File: config.mk
export PLATFORM = sky130hd
export DESIGN_NAME = pc_sequencer_flat
export DESIGN_NICKNAME = d
export VERILOG_FILES = /design/src/rtl/pc_sequencer_pkg.sv /design/src/rtl/pc_sequencer_if.sv /design/src/rtl/pc_sequencer_sat_counter.sv /design/src/rtl/pc_sequencer.sv /design/src/flat_wrapper.sv
export SDC_FILE = /design/constraint.sdc
export NUM_CORES = 1
export LEC_CHECK = 0
export BUFFER_PORTS_ARGS = -buffer_cell sky130_fd_sc_hd__buf_2
export CORE_MARGIN = 4
export CORE_UTILIZATION = 40
export DETAILED_ROUTE_END_ITERATION = 16
export PLACE_DENSITY = 0.66
export SLEW_MARGIN = 20
export SYNTH_ARGS = -nofsm -noshare
export SYNTH_HDL_FRONTEND = slang
export SYNTH_SLANG_ARGS = --single-unit
File: constraint.sdc
create_clock -name clk -period 8.63 [get_ports clk]
set_input_delay 0.4315 -clock clk [delete_from_list [all_inputs] [get_ports clk]]
set_output_delay 0.4315 -clock clk [all_outputs]
set_load 0.02 [all_outputs]
File: src/rtl/pc_sequencer_pkg.sv
// cpu_ctrl_pkg: shared constants for the instruction sequencer.
//   - branch codes understood by the branch control datapath
//   - sequencer state encoding
//   - PC increment and branch-code classification helpers
package cpu_ctrl_pkg;

  // Branch codes (3'b110 / 3'b111 are illegal)
  localparam logic [2:0] NB  = 3'b000;
  localparam logic [2:0] BR  = 3'b001;
  localparam logic [2:0] BMI = 3'b010;
  localparam logic [2:0] BPL = 3'b011;
  localparam logic [2:0] BZ  = 3'b100;
  localparam logic [2:0] JR  = 3'b101;

  // Sequencer states
  localparam logic [2:0] IDLE   = 3'd0;
  localparam logic [2:0] FETCH  = 3'd1;
  localparam logic [2:0] DECODE = 3'd2;
  localparam logic [2:0] EXEC   = 3'd3;
  localparam logic [2:0] MEM    = 3'd4;
  localparam logic [2:0] WB     = 3'd5;
  localparam logic [2:0] HALT   = 3'd6;

  localparam logic [31:0] PC_STEP = 32'd4;

  // Codes that can redirect the PC (everything legal except NB)
  function automatic logic is_redirect(input logic [2:0] code);
    return (code != NB) && !(code[2] && code[1]);
  endfunction

  function automatic logic is_illegal(input logic [2:0] code);
    return code[2] && code[1];
  endfunction

endpackage

File: src/rtl/pc_sequencer_if.sv
// Instruction-memory fetch handshake.
//   imem_req   : sequencer -> memory, held until ack
//   imem_addr  : sequencer -> memory, fetch address (= pc)
//   imem_ack   : memory -> sequencer, one-cycle pulse
//   imem_rdata : memory -> sequencer, valid with imem_ack
interface pc_sequencer_if;
  logic        imem_req;
  logic [31:0] imem_addr;
  logic        imem_ack;
  logic [31:0] imem_rdata;

  modport master (output imem_req, output imem_addr,
                  input  imem_ack, input  imem_rdata);
  modport slave  (input  imem_req, input  imem_addr,
                  output imem_ack, output imem_rdata);
endinterface

File: src/rtl/pc_sequencer_sat_counter.sv
// sat_counter: W-bit event counter with synchronous active-high reset.
//   clk, rst : clock / reset (clears to 0)
//   inc      : count one event this cycle
//   cnt      : current count; SAT=1 holds at all-ones, SAT=0 wraps
module sat_counter #(
  parameter int W   = 16,
  parameter bit SAT = 1'b0
) (
  input  logic         clk,
  input  logic         rst,
  input  logic         inc,
  output logic [W-1:0] cnt
);

  logic [W-1:0] cnt_q, cnt_d;

  always_comb begin
    cnt_d = cnt_q;
    if (inc && !(SAT && (&cnt_q)))
      cnt_d = cnt_q + {{(W-1){1'b0}}, 1'b1};
  end

  always_ff @(posedge clk) begin
    if (rst) cnt_q <= '0;
    else     cnt_q <= cnt_d;
  end

  assign cnt = cnt_q;

endmodule

File: src/rtl/pc_sequencer.sv
// pc_sequencer: multi-cycle fetch/decode/exec/mem/wb sequencer owning the PC.
//   clk, rst          : clock, synchronous active-high reset
//   run               : level, allows a new fetch
//   imem              : fetch handshake (master side)
//   instr/instr_valid : latched instruction, valid pulse in DECODE
//   dec_branch/mem/halt, mem_done : decoder and memory-phase inputs
//   pc, pc_plus       : current PC and PC+4 for the branch unit
//   branch_sel/npc_in : branch unit control out, next PC back in
//   halted, fault     : HALT state, sticky fault
//   retire_cnt (wraps), taken_cnt (saturates)
module pc_sequencer
  import cpu_ctrl_pkg::*;
#(
  parameter logic [31:0] RESET_PC = 32'h0000_0000,
  parameter int          CNT_W    = 16
) (
  input  logic              clk,
  input  logic              rst,
  input  logic              run,
  pc_sequencer_if.master    imem,
  output logic [31:0]       instr,
  output logic              instr_valid,
  input  logic [2:0]        dec_branch,
  input  logic              dec_mem,
  input  logic              dec_halt,
  input  logic              mem_done,
  output logic [31:0]       pc,
  output logic [31:0]       pc_plus,
  output logic [2:0]        branch_sel,
  input  logic [31:0]       npc_in,
  output logic              halted,
  output logic              fault,
  output logic [CNT_W-1:0]  retire_cnt,
  output logic [CNT_W-1:0]  taken_cnt
);

  logic [2:0]  state_q, state_d;
  logic [31:0] pc_q, pc_d;
  logic [31:0] instr_q, instr_d;
  logic [31:0] npc_q, npc_d;
  logic        fault_q, fault_d;
  logic        taken_inc, retire_inc;

  assign pc_plus = pc_q + PC_STEP;

  always_comb begin
    state_d = state_q;
    pc_d    = pc_q;
    instr_d = instr_q;
    npc_d   = npc_q;
    fault_d = fault_q;
    case (state_q)
      IDLE:   if (run) state_d = FETCH;
      FETCH:  if (imem.imem_ack) begin
                instr_d = imem.imem_rdata;
                state_d = DECODE;
              end
      DECODE: if (dec_halt)                  state_d = HALT;
              else if (is_illegal(dec_branch)) begin
                fault_d = 1'b1;
                state_d = HALT;
              end else                       state_d = EXEC;
      EXEC:   begin
                npc_d   = npc_in;
                state_d = dec_mem ? MEM : WB;
              end
      MEM:    if (mem_done) state_d = WB;
      WB:     if (npc_q[1:0] != 2'b00) begin
                // misaligned target: keep the old PC so it points at the culprit
                fault_d = 1'b1;
                state_d = HALT;
              end else begin
                pc_d    = npc_q;
                state_d = run ? FETCH : IDLE;
              end
      HALT:   state_d = HALT;
      default: state_d = IDLE;
    endcase
  end

  always_ff @(posedge clk) begin
    if (rst) begin
      state_q <= IDLE;
      pc_q    <= RESET_PC;
      instr_q <= '0;
      npc_q   <= '0;
      fault_q <= 1'b0;
    end else begin
      state_q <= state_d;
      pc_q    <= pc_d;
      instr_q <= instr_d;
      npc_q   <= npc_d;
      fault_q <= fault_d;
    end
  end

  // A redirect counts as taken only when the branch unit moved off the fall-through
  assign taken_inc  = (state_q == EXEC) && is_redirect(dec_branch) && (npc_in != pc_plus);
  assign retire_inc = (state_q == WB) && (npc_q[1:0] == 2'b00);

  sat_counter #(.W(CNT_W), .SAT(1'b1)) u_taken_cnt (
    .clk(clk), .rst(rst), .inc(taken_inc), .cnt(taken_cnt)
  );

  sat_counter #(.W(CNT_W), .SAT(1'b0)) u_retire_cnt (
    .clk(clk), .rst(rst), .inc(retire_inc), .cnt(retire_cnt)
  );

  assign imem.imem_req  = (state_q == FETCH);
  assign imem.imem_addr = pc_q;
  assign instr          = instr_q;
  assign instr_valid    = (state_q == DECODE);
  assign pc             = pc_q;
  assign branch_sel     = (state_q == EXEC) ? dec_branch : NB;
  assign halted         = (state_q == HALT);
  assign fault          = fault_q;

endmodule

File: src/flat_wrapper.sv
// flat-port wrapper written by rule: the top's interface ports become plain ports
module pc_sequencer_flat import cpu_ctrl_pkg::*;
#(
  parameter logic [31:0] RESET_PC = 32'h0000_0000,
  parameter int          CNT_W    = 16
)
  (clk, rst, run, instr, instr_valid, dec_branch, dec_mem, dec_halt, mem_done, pc, pc_plus, branch_sel, npc_in, halted, fault, retire_cnt, taken_cnt, imem_imem_req, imem_imem_addr, imem_imem_ack, imem_imem_rdata);
  pc_sequencer_if imem_i ();
  input  logic clk;
  input  logic rst;
  input  logic run;
  output logic [31:0] instr;
  output logic instr_valid;
  input  logic [2:0] dec_branch;
  input  logic dec_mem;
  input  logic dec_halt;
  input  logic mem_done;
  output logic [31:0] pc;
  output logic [31:0] pc_plus;
  output logic [2:0] branch_sel;
  input  logic [31:0] npc_in;
  output logic halted;
  output logic fault;
  output logic [CNT_W-1:0] retire_cnt;
  output logic [CNT_W-1:0] taken_cnt;
  output wire logic [$bits(imem_i.imem_req)-1:0] imem_imem_req;
  output wire logic [$bits(imem_i.imem_addr)-1:0] imem_imem_addr;
  input wire logic [$bits(imem_i.imem_ack)-1:0] imem_imem_ack;
  input wire logic [$bits(imem_i.imem_rdata)-1:0] imem_imem_rdata;
  assign imem_imem_req = imem_i.imem_req;
  assign imem_imem_addr = imem_i.imem_addr;
  assign imem_i.imem_ack = imem_imem_ack;
  assign imem_i.imem_rdata = imem_imem_rdata;
  pc_sequencer #(.RESET_PC(RESET_PC), .CNT_W(CNT_W)) u_core (.clk(clk), .rst(rst), .run(run), .imem(imem_i), .instr(instr), .instr_valid(instr_valid), .dec_branch(dec_branch), .dec_mem(dec_mem), .dec_halt(dec_halt), .mem_done(mem_done), .pc(pc), .pc_plus(pc_plus), .branch_sel(branch_sel), .npc_in(npc_in), .halted(halted), .fault(fault), .retire_cnt(retire_cnt), .taken_cnt(taken_cnt));
endmodule
# Word level (Yosys, flattened, before mapping)
# Cells that the tools add are included.
# W data, S select, Z words.
# totals
elab_cells	56
ff_bits	132
inputBits	74
output_inout_bits	167
# classes
reduce_logical	18
n_bitwise	1
mux	14
n_eq_ne	13
addsub	3
# op_table
op	count
$add A16 B1 Y16 const B	2
$add A32 B3 Y32 const B	1
$ne A32 B32 Y1	1
$mux W3	7
$pmux W3 S7	1
$reduce_and A16 Y1	1
$eq A3 B3 Y1 const B	3
$eq A3 B2 Y1 const B	2
$logic_and A1 B1 Y1	6
$ne A2 B1 Y1 const B	3
$ne A2 B2 Y1 const B	3
$mux W1	5
$reduce_and A2 Y1	2
$reduce_and A4 Y1	1
$reduce_bool A2 Y1	2
$eq A3 B1 Y1 const B	1
$logic_not A3 Y1	1
$reduce_and A3 Y1	1
$reduce_bool A3 Y1	1
$logic_not A1 Y1	2
$logic_not A2 Y1	1
$pmux W1 S2	1
$not A1 Y1	1

# Longest topological paths before layout
# Gate-level depths: netlist (run 1).
# logic_depth
word_depth	6
depth_mapped	12
mapped_depth_nobuf	10

# Hierarchy
# A second synthesis (run 1) with hierarchy kept.
# unflattened
cells_unflattened	883
area_unflattened_um2	6929.1
# by_module_without_submodules
module	seq_area_each_um2	cells_per_inst	n_inst	area_each_um2
pc_sequencer	2001.9	704	1	5338.9
sat_counter at u_core.u_taken_cnt	320.3	96	1	833.3
sat_counter at u_core.u_retire_cnt	320.3	83	1	757.0

# Least setup slack after synthesis (run 1)
# No wires, ideal clock.
# synth_path
kind	register to register
from	register u_core.pc_q[3], in the netlist u_core.imem.imem_addr[3]
to	register u_core.u_taken_cnt.cnt_q[12], in the netlist u_core.u_taken_cnt.cnt[12]
arrival_time_ps	3426
required_time_ps	8509
n_path_buf	0
setup_ps	121
setup_slack_ps	5084
synth_period_minus_slack_ps	3546
path_stages_with_launch	11
path_cell_list	dfxtp_1 ha_1 nand4_1 or4_4 nor4_2 xor2_1 a21oi_1 or4b_4 nor3_4 or4b_1 mux2_2
# synth_between
elab_chain_cells	4
# synth_lines
element	line_no	text
from (decl)	pc_sequencer.sv:38	logic [31:0] pc_q, pc_d;
from (signal assigned)	pc_sequencer.sv:90	pc_q <= pc_d;
$add A32 B3 Y32	pc_sequencer.sv:44	assign pc_plus = pc_q + PC_STEP;
via pc_plus[30]	flat_wrapper.sv:19	output logic [31:0] pc_plus;
$ne A32 B32 Y1	pc_sequencer.sv:98	assign taken_inc = (state_q == EXEC) && is_redirect(dec_branch) && (npc_in != pc_plus);
$logic_and A1 B1 Y1	pc_sequencer.sv:98	
$logic_and A1 B1 Y1	pc_sequencer_sat_counter.sv:19	if (inc && !(SAT && (&cnt_q)))
to (signal assigned)	pc_sequencer_sat_counter.sv:25	else cnt_q <= cnt_d;
to (decl)	pc_sequencer_sat_counter.sv:15	logic [W-1:0] cnt_q, cnt_d;
# The timed path passes the listed nets, and every way through them passes these cells.
# A chain may end at the register's enable or synchronous reset.

# Worst setup path after layout (run 1)
# layout_path
from	register u_core.pc_q[2], in the netlist u_core.imem.imem_addr[2]
to	register u_core.u_taken_cnt.cnt_q[12], in the netlist u_core.u_taken_cnt.cnt[12]
# layout_between
elab_chain_cells	4
# layout_lines
element	line_no
$add A32 B3 Y32	pc_sequencer.sv:44
$ne A32 B32 Y1	pc_sequencer.sv:98
$logic_and A1 B1 Y1	pc_sequencer.sv:98
$logic_and A1 B1 Y1	pc_sequencer_sat_counter.sv:19
# No other way between the ends.

==> flow_metrics.tcl, run 1 <==
set metrics [dict create \
    outcome "complete, no violations" \
    cts_tree "yes" \
    syn_area_um2 6893 \
    synthMuxAreaShare_pct 1.234 \
    antenna_found_initial 0 \
    synth_common_cells "230 x nand2_1, 132 x dfxtp_1, 111 x a21oi_1" \
    critPathSlowestCell "nor4_1" \
    synth_sequential_area_ratio_pct 38.34 \
    ys.flop_type "dfxtp_1" \
    slowest_delay_ns 0.74 \
    grt_first_pass_wirelength_um 34460 \
    fp-row-count 47 \
    critPathCaptureType "flop" \
    grt_util_met2_pct 34.83 \
    worstSetupStartpointType "flop" \
    clk_pin_slew_ns 0.07 \
    synth_compound_area_share_pct 12.71 \
    synthCells 911 \
    cts_buffer_depth 2 \
    critPathMostFrequentCell "nand4_1" \
    crit_cells 10 \
    syn_avg_cell_area_um2 7.566 \
    die_w_um 139.3 \
    met3_usage_pct 7.616 \
    crit_buf_inv 0 \
    vias_per_cell 5.239 \
    rsz0062_at_grt "no" \
    die_area_um2 19400 \
    yosysWarningCount 0 \
    synth_area_leader_cell "dfxtp_1" \
    fin_setup_tns_ns 0 \
    ir_drop_v 0.0001463 \
    synth_edf_count 0 \
    drive_gt1_share_pct 27.01 \
    top_usage_layer "met2" \
    timing.final.crit_share_pct 51.75 \
    start_util_pct 41.13 \
    timing.hold.ws_ns 0.2421 \
    cts_max_level 4 \
    gp_congestion 0.9301 \
    post_drt_wl_per_cell_um 16.21 \
    synth_adder_area_share_pct 0.5446 \
    synth_top_family_by_area "simple AND/OR/NAND/NOR gates" \
    final_area_um2 8554 \
    maxSlewViolCount 0 \
    layout_min_cycle_time_ns 4.466 \
    setup_viol 0 \
    postRouteAntennaNets 0 \
    syn_to_final_growth_pct 24.11 \
    crit_path_start "u_core.imem.imem_addr[2]$_SDFFE_PP0P_" \
    dpl.hpwl_um 15120 \
    remaining_drc_errors 0 \
    worst-r2r-cell-count 10 \
    r2r-start "u_core.imem.imem_addr[2]$_SDFFE_PP0P_" \
    portBuffers 240 \
    arrival_ns 4.78 \
    synth_top_cells_by_area "dfxtp_1 38%, nand2_1 13%, a21oi_1 8.1%" \
    cp_data_required_time_ns 8.94 \
    worstMarginPinSlew_ns 1.062 \
    stdcell_count 1316 \
    dr.pass1.iters 5 \
    path_cells "ha_1 > nand4_1 > nor4_1 > nand4_1 > a31o_2 > nor4b_1 > o2111ai_1 > nor3_4 > or4b_1 > mux2_2" \
    core_um2 16760 \
    synth-xor-area-share_pct 8.677 \
    cts_resized 0 \
    num_vias 6895 \
    drt_wl_total_um 21330 \
    maxCapViolations 0 \
    postCtsHoldBufs 0 \
    powerDensity_nw_per_um2 183.8 \
    finalHoldViolCount 0 \
    worstSetupPathType "flop to flop" \
    clk_latency_ns 0.42 \
    cp_top_family "simple AND/OR/NAND/NOR gates" \
    place_area_um2 7926 \
    cts-root-buf "clkbuf_16" \
    relSlewSlack_pct 29.01 \
    synth_fp_nets 988 \
    post_cts_buffers 0 \
    clock-sinks 132 \
    yosysTopAreaCellShare_pct 38.34 \
    fin_worst_skew_ns 0.01138 \
    cts_buffers 17 \
    fmax_mhz 223.9 \
    ys_types 62 \
    synth-seq-cells 132 \
    pin_count 241 \
    use_met1_pct 26.99 \
    antenna_cells 0 \
    grt-ovfl-total 0 \
    grt_max_degree 78 \
    globalRouteTotalUtil_pct 21.48 \
    drtIter0Drc 417 \
    nNetsFinal 1161 \
    yosysMostFrequentCell "nand2_1" \
    rrSetupSlack_ns 4.16 \
    hp-class "primary input to flop" \
    p_leak_nw 3.694 \
    hp-start "imem_imem_rdata[3]" \
    die_h_um 139.3 \
    synthArstFlopShare_pct 0 \
    critPathMaxFanout 24 \
    synthSimpleGateAreaFrac_pct 30.35 \
    min_path_cells 3 \
    grt_pass1_vias 6559 \
    placed_cells 1285 \
]
==> cells by family (layout without fill, tap and decap cells) <==
group	count (synthesis)	count (layout)
and+or+nand+nor	437	437
AOI/OAI and AO/OA	157	157
DFF	132	132
buffers and inverters	110	295
muxes	7	7
xor gates and xnor gates	65	65
adders and majority gates	3	3
==> cell usage in the layout (no fill, tap or decap), types with 4 or more instances in the layout <==
cell type  synthesis  routed
nand2_1          230     230
nor2_1            45      44
xnor2_1           31      31
nor3_1            16      15
a21oi_1          111     111
buf_4             35       6
nor2b_1           10      10
buf_2              7     239
o2111ai_1          4       4
nand4_1           25      25
o21ai_0           19      19
nor3b_1            4       4
clkbuf_8           0       4
xor2_1            32      32
dfxtp_1          132     132
clkbuf_16          0      17
and2_1            10      10
or3_1             11      11
nand2b_1           5       5
and3_1            14      13
nand3_1           30      30
nand3b_1           5       5
or4_1              7       7
nor4_1             6       6
inv_1             19      19
==> worst paths after layout <==
path                                        endpoint
min                     u_core.instr[3]$_SDFFE_PP0P_
max reg2reg  u_core.u_taken_cnt.cnt[12]$_SDFFE_PP0P_
min reg2reg   u_core.imem.imem_addr[25]$_SDFFE_PP0P_
max          u_core.u_taken_cnt.cnt[12]$_SDFFE_PP0P_
==> metrics by stage <==
| step | worst slack (ns) | total power [W] | utilization (%) |
|---|---|---|---|
| 2_1_floorplan | 5.084 | 0.0007575 | - |
| 3_3_place_gp | 4.424 | 0.0008176 | 47.29 |
| 3_5_place_dp | 4.279 | 0.0008189 | 47.29 |
| 4_1_cts | 4.235 | 0.001587 | 51.03 |
| 5_1_grt | 3.870 | 0.001636 | 51.04 |
| 6_report | 4.164 | 0.001572 | 51.04 |
==> layer usage <==
metal  up-vias  wire length, um
met1      3138             8942
met4         0              397
li1       3411                -
met2       306             9872
met3        40             2118
met5         -                0
==> power breakdown <==
| part | switching (W) | internal (W) | leakage [nW] |
|---|---|---|---|
| clock | 0.000281 | 0.000486 | 0.306 |
| combinational | 0.000105 | 0.0000554 | 2.32 |
| sequential | 0.0000146 | 0.000630 | 1.07 |
==> cell type report <==
type                            instances  area (um2)
Timing Repair Buffer                  245        1241
Clock buffer                           21       480.5
Inverter                               19       71.32
Fill cell                            1662        8205
Tap cell                              220       275.3
Sequential cell                       132        2643
Multi-Input combinational cell        669        3697
Clock inverter                         10       146.4
==> worst reg2reg max path: cells and delay by family, from the launching register on <==
| kind | cells | cell delay, ns |
|---|---|---|
| DFF | 1 | 0.51 |
| AOI/OAI and AO/OA | 2 | 0.54 |
| and+or+nand+nor | 6 | 2.66 |
| muxes | 1 | 0.33 |
| adders and majority gates | 1 | 0.33 |
==> sequential cells by signal, indices dropped and copies added, names as in the netlist <==
signal,flops
u_core.instr,32
u_core.u_retire_cnt.cnt,16
u_core.fault,1
u_core.npc_q,32
u_core.imem.imem_addr,32
u_core.state_q,3
u_core.u_taken_cnt.cnt,16
(Power assumes the default switching activity.)
==> run 2, diff against run 1 <==
--- a/config.mk
+++ b/config.mk
@@ -9,7 +9,7 @@
 export CORE_MARGIN = 4
 export CORE_UTILIZATION = 40
 export DETAILED_ROUTE_END_ITERATION = 16
-export PLACE_DENSITY = 0.66
+export PLACE_DENSITY = 0.69
 export SLEW_MARGIN = 20
 export SYNTH_ARGS = -nofsm -noshare
 export SYNTH_HDL_FRONTEND = slang
==> constraint.sdc (replaced) <==
create_clock -name clk -period 3.7 [get_ports clk]
set_input_delay 0.185 -clock clk [delete_from_list [all_inputs] [get_ports clk]]
set_output_delay 0.185 -clock clk [all_outputs]
set_load 0.02 [all_outputs]
==> flow_metrics.tcl, run 2 (same netlist as run 1, synthesis figures left out) <==
set metrics [dict create \
    nNetsFinal 1222 \
    setup_viol 0 \
    grt_pass1_vias 6896 \
    remaining_drc_errors 0 \
    p_leak_nw 3.945 \
    drt_wl_total_um 22440 \
    post_cts_buffers 0 \
    clk_pin_slew_ns 0.06 \
    maxSlewViolCount 0 \
    drtIter0Drc 444 \
    crit_buf_inv 1 \
    worstMarginPinSlew_ns 1.064 \
    hp-class "primary input to flop" \
    fmax_mhz 286.4 \
    slowest_delay_ns 0.68 \
    min_path_cells 3 \
    hp-start "npc_in[14]" \
    final_cell_mix "239 x buf_2, 230 x nand2_1, 131 x dfxtp_1, 111 x a21oi_1, 44 x nor2_1" \
    critPathMaxFanout 14 \
    drive_gt1_share_pct 28.41 \
    cts_max_level 4 \
    arrival_ns 3.81 \
    cts-root-buf "clkbuf_16" \
    worst-r2r-cell-count 11 \
    worstSetupStartpointType "flop" \
    grt_first_pass_wirelength_um 35740 \
    fin_worst_skew_ns 0.008038 \
    die_h_um 139.3 \
    maxCapViolations 0 \
    core_um2 16760 \
    start_util_pct 41.13 \
    antenna_cells 0 \
    final_common_cell "buf_2" \
    ir_drop_v 0.0003370 \
    globalRouteTotalUtil_pct 22.52 \
    dpl.hpwl_um 15750 \
    clock-sinks 132 \
    cts_buffer_depth 2 \
    powerDensity_nw_per_um2 392.8 \
    critPathCaptureType "flop" \
    cts_buffers 17 \
    gp_congestion 0.8979 \
    syn_to_final_growth_pct 30.93 \
    rsz0062_at_grt "no" \
    worstSetupPathType "flop to flop" \
    dr.pass1.iters 5 \
    grt-ovfl-total 0 \
    r2r-start "u_core.imem.imem_addr[2]$_SDFFE_PP0P_" \
    path_cells "ha_1 > nand4_1 > or4_4 > nor3_2 > xnor3_1 > o2111ai_1 > or4b_4 > nor3_4 > buf_4 > or4b_1 > mux2_2" \
    die_area_um2 19400 \
    vias_per_cell 5.241 \
    cp_data_required_time_ns 4.02 \
    antenna_found_initial 0 \
    layout_min_cycle_time_ns 3.492 \
    portBuffers 240 \
    finalHoldViolCount 0 \
    outcome "complete, no violations" \
    postRouteAntennaNets 0 \
    grt_max_degree 103 \
    fin_setup_tns_ns 0 \
    fp-row-count 47 \
    num_vias 7222 \
    clk_latency_ns 0.42 \
    cts_tree "yes" \
    rrSetupSlack_ns 0.21 \
    power_w 0.003545 \
    relSlewSlack_pct 29.08 \
    r2r-end "u_core.u_taken_cnt.cnt[12]$_SDFFE_PP0P_" \
    critPathSlowestCell "or4_4" \
    cp_top_family "simple AND/OR/NAND/NOR gates" \
    timing.final.crit_share_pct 94.37 \
    hold_end "u_core.npc_q[14]$_SDFFE_PP0P_" \
    post_drt_wl_per_cell_um 16.29 \
    pin_count 241 \
    die_w_um 139.3 \
]
[run 2: changes by cell type in the layout (fill, tap and decap cells not counted), sizes merged]
cell and delta:
buf +33, clkinvlp +4, bufinv -2, dlygate4sd3 +28, clkbuf -3, inv +5
clkinv -3
[run 2: how the worst max path moves through the flow]
stage / startpoint / to / slack [ns] / cells past startpoint
global route: u_core.imem.imem_addr[3]$_SDFFE_PP0P_ / u_core.u_taken_cnt.cnt[12]$_SDFFE_PP0P_ / 0.02 / 12
detailed placement: u_core.imem.imem_addr[18]$_SDFFE_PP0P_ / u_core.u_taken_cnt.cnt[12]$_SDFFE_PP0P_ / 0.18 / 10
floorplan: u_core.imem.imem_addr[3]$_SDFFE_PP0P_ / u_core.u_taken_cnt.cnt[12]$_SDFFE_PP0P_ / 0.15 / 10
finish: u_core.imem.imem_addr[2]$_SDFFE_PP0P_ / u_core.u_taken_cnt.cnt[12]$_SDFFE_PP0P_ / 0.21 / 11
global placement: u_core.imem.imem_addr[18]$_SDFFE_PP0P_ / u_core.u_taken_cnt.cnt[12]$_SDFFE_PP0P_ / 0.28 / 10
CTS: u_core.imem.imem_addr[18]$_SDFFE_PP0P_ / u_core.u_taken_cnt.cnt[12]$_SDFFE_PP0P_ / 0.18 / 10
[run 2: tightest hold or removal path, stage by stage]
cell     delay (ns)
buf_2          0.11
nand2_1        0.05
a21oi_1        0.05
[run 2: layer usage]
| metal | global-route usage (%) | share of wire [%] |
|---|---|---|
| met4 | 7.878 | 1.8 |
| met5 | 0 | 0 |
| met1 | 27.99 | 41 |
| met3 | 6.930 | 9.1 |
| met2 | 37.10 | 48 |
[run 2: report_power, final]
group	switching, W	internal, W	leakage [nW]
registers	0.0000362	0.00147	1.07
logic	0.000252	0.000151	2.62
clock network	0.000695	0.000941	0.263
total	0.000983	0.00256	3.94
[run 2: what timing repair did]
action / 4_1_cts / 5_1_grt
endpoints found under the hold margin: 28 / 0
hold buffers: 28 / 0
resized for setup: 0 / 1
endpoints found under the setup margin: 0 / 1
[run 2: cell type report]
type	count	area [um2]
multi-input cells	669	3696
repair buffers	306	1769
fillers	1583	7735
clock inverters	14	140.1
well taps	220	275.3
flip-flops and latches	132	2644
inverters	19	71.32
clock buffers	18	429.2
[run 2: through the flow]
stage	utilization (%)	hold WS (ns)	instance area (um2)	setup slack (ns)	std cells
finish	53.85	0.02126	9025	0.2084	1378
global route	53.85	0.01532	9025	0.01610	1378
CTS	53.84	0.002136	9024	0.1758	1378
detailed placement	48.77	0.4305	8174	0.1830	1318
global placement	48.77	0.4251	8174	0.2776	1318
floorplan	-	0.3210	6893	0.1536	911
==> run 3, diff against run 2 <==
--- a/config.mk
+++ b/config.mk
@@ -6,10 +6,11 @@
 export NUM_CORES = 1
 export LEC_CHECK = 0
 export BUFFER_PORTS_ARGS = -buffer_cell sky130_fd_sc_hd__buf_2
+export CORE_ASPECT_RATIO = 0.9
 export CORE_MARGIN = 4
 export CORE_UTILIZATION = 40
 export DETAILED_ROUTE_END_ITERATION = 16
-export PLACE_DENSITY = 0.69
+export PLACE_DENSITY = 0.7
 export SLEW_MARGIN = 20
 export SYNTH_ARGS = -nofsm -noshare
 export SYNTH_HDL_FRONTEND = slang
==> flow_metrics.tcl, run 3 (same netlist as run 1, synthesis figures left out) <==
set metrics [dict create \
    hp-class "primary input to flop" \
    critPathCaptureType "flop" \
    cts_tree "yes" \
    path_cells "ha_1 > nand4_1 > buf_4 > or4_1 > o21ai_0 > o2111ai_1 > a2111oi_0 > nand4_1 > nor3_4 > buf_12 > or4b_1 > mux2_2" \
    worst_slack_ns 0.1999 \
    cts_max_level 4 \
    slowest_delay_ns 0.59 \
    dpl.hpwl_um 15920 \
    hp-start "npc_in[7]" \
    cts_buffers 17 \
    pre_cts_ws_ns 0.1946 \
    powerDensity_nw_per_um2 401.7 \
    antenna_cells 0 \
    worstMarginPinSlew_ns 1.091 \
    p_leak_nw 3.998 \
    timing.final.crit_share_pct 94.60 \
    fmax_mhz 285.7 \
    maxSlewViolCount 0 \
    outcome "complete, no violations" \
    fin_setup_tns_ns 0 \
    die_w_um 146.4 \
    final_common_cell "buf_2" \
    nNetsFinal 1226 \
    critPathMaxFanout 24 \
    post_drt_wl_per_cell_um 16.52 \
    timing.hold.ws_ns 0.01575 \
    remaining_drc_errors 0 \
    rsz0062_at_grt "no" \
    dr.pass1.iters 5 \
    final_cell_mix "239 x buf_2, 230 x nand2_1, 132 x dfxtp_1, 111 x a21oi_1, 44 x nor2_1" \
    grt-ovfl-total 0 \
    globalRouteTotalUtil_pct 22.61 \
    worstSetupPathType "flop to flop" \
    drive_gt1_share_pct 28.83 \
    antenna_found_initial 1 \
    cts_buffer_depth 2 \
    clk_pin_slew_ns 0.06 \
    num_vias 7292 \
    die_h_um 132.5 \
    fin_worst_skew_ns 0.009316 \
    grt_max_degree 79 \
    cts-root-buf "clkbuf_16" \
    place_area_um2 8213 \
    finalHoldViolCount 0 \
    gp_congestion 0.9688 \
    crit_path_start "u_core.imem.imem_addr[2]$_SDFFE_PP0P_" \
    arrival_ns 3.82 \
    grt_pass1_vias 7060 \
    drtIter0Drc 409 \
    postRouteAntennaNets 0 \
    drt_wl_total_um 22690 \
    setup_viol 0 \
    critPathMostFrequentCell "nand4_1" \
    vias_per_cell 5.311 \
    die_area_um2 19400 \
    core_um2 16890 \
    clock-sinks 132 \
    r2r-start "u_core.imem.imem_addr[2]$_SDFFE_PP0P_" \
    final_area_um2 9094 \
    clk_latency_ns 0.43 \
    cp_data_required_time_ns 4.02 \
    portBuffers 240 \
    maxCapViolations 0 \
    layout_min_cycle_time_ns 3.500 \
    pin_count 241 \
    syn_to_final_growth_pct 31.93 \
    utilization_pct 53.84 \
    ir_drop_v 0.0003236 \
    start_util_pct 40.81 \
    fp-row-count 45 \
    grt_first_pass_wirelength_um 36050 \
    relSlewSlack_pct 27.09 \
    critPathSlowestCell "or4_1" \
    worstSetupStartpointType "flop" \
]
run 3: cell types whose count changed in the layout (fill, tap and decap cells not counted), sizes merged:
cell / before / now
clkinvlp: 5 / 3
clkinv: 1 / 4
clkbuf: 18 / 21
buf: 278 / 283
bufinv: 1 / 2
inv: 26 / 21
dlygate4sd3: 28 / 27
run 3: final timing paths:
check / to / cells past startpoint / slack (ns)
hold reg to reg: u_core.instr[29]$_SDFFE_PP0P_ / 2 / 0.45
setup reg to reg: u_core.u_taken_cnt.cnt[12]$_SDFFE_PP0P_ / 12 / 0.20
hold / removal: u_core.npc_q[7]$_SDFFE_PP0P_ / 3 / 0.02
setup / recovery: u_core.u_taken_cnt.cnt[12]$_SDFFE_PP0P_ / 12 / 0.20
run 3: final cells by class:
type	instances	area (um2)
inverters	19	71.32
well taps	211	264.0
fillers	1593	7797
clock inverters	11	123.9
clock buffers	21	480.5
flip-flops and latches	132	2643
repair buffers	310	1809
multi-input cells	669	3702
run 3: timing repair:
action,CTS,global route
setup endpoints to repair,0,1
hold endpoints to repair,27,0
setup buffers,0,0
hold buffers,27,0
gates resized for setup,0,1
run 3: worst max-delay path: cells and delay by family (launching register included):
family / cells / cell delay [ns]
simple gates: 5 / 1.49
compound gates: 3 / 0.64
buf+inv: 2 / 0.42
flops: 1 / 0.33
mux: 1 / 0.32
fa+ha+maj: 1 / 0.19
run 3: per-stage QoR:
stage / power [W] / instances
2_1_floorplan: 0.001767 / 911
3_3_place_gp: 0.001909 / 1314
3_5_place_dp: 0.001912 / 1314
4_1_cts: 0.003662 / 1373
5_1_grt: 0.003786 / 1373
6_report: 0.003653 / 1373
run 3: layer usage:
layer / GRT usage, % / wire, um / up-vias
li1: - / - / 3537
met4: 8.516 / 610 / 2
met5: 0 / 14 / -
met2: 35.66 / 10280 / 342
met3: 7.192 / 2025 / 52
met1: 29.02 / 9759 / 3359
run 3: power by group:
part           total (W)  internal (W)  switching (W)
Clock            0.00174       0.00107       0.000676
Sequential       0.00151       0.00147      0.0000352
Combinational   0.000407      0.000151       0.000255
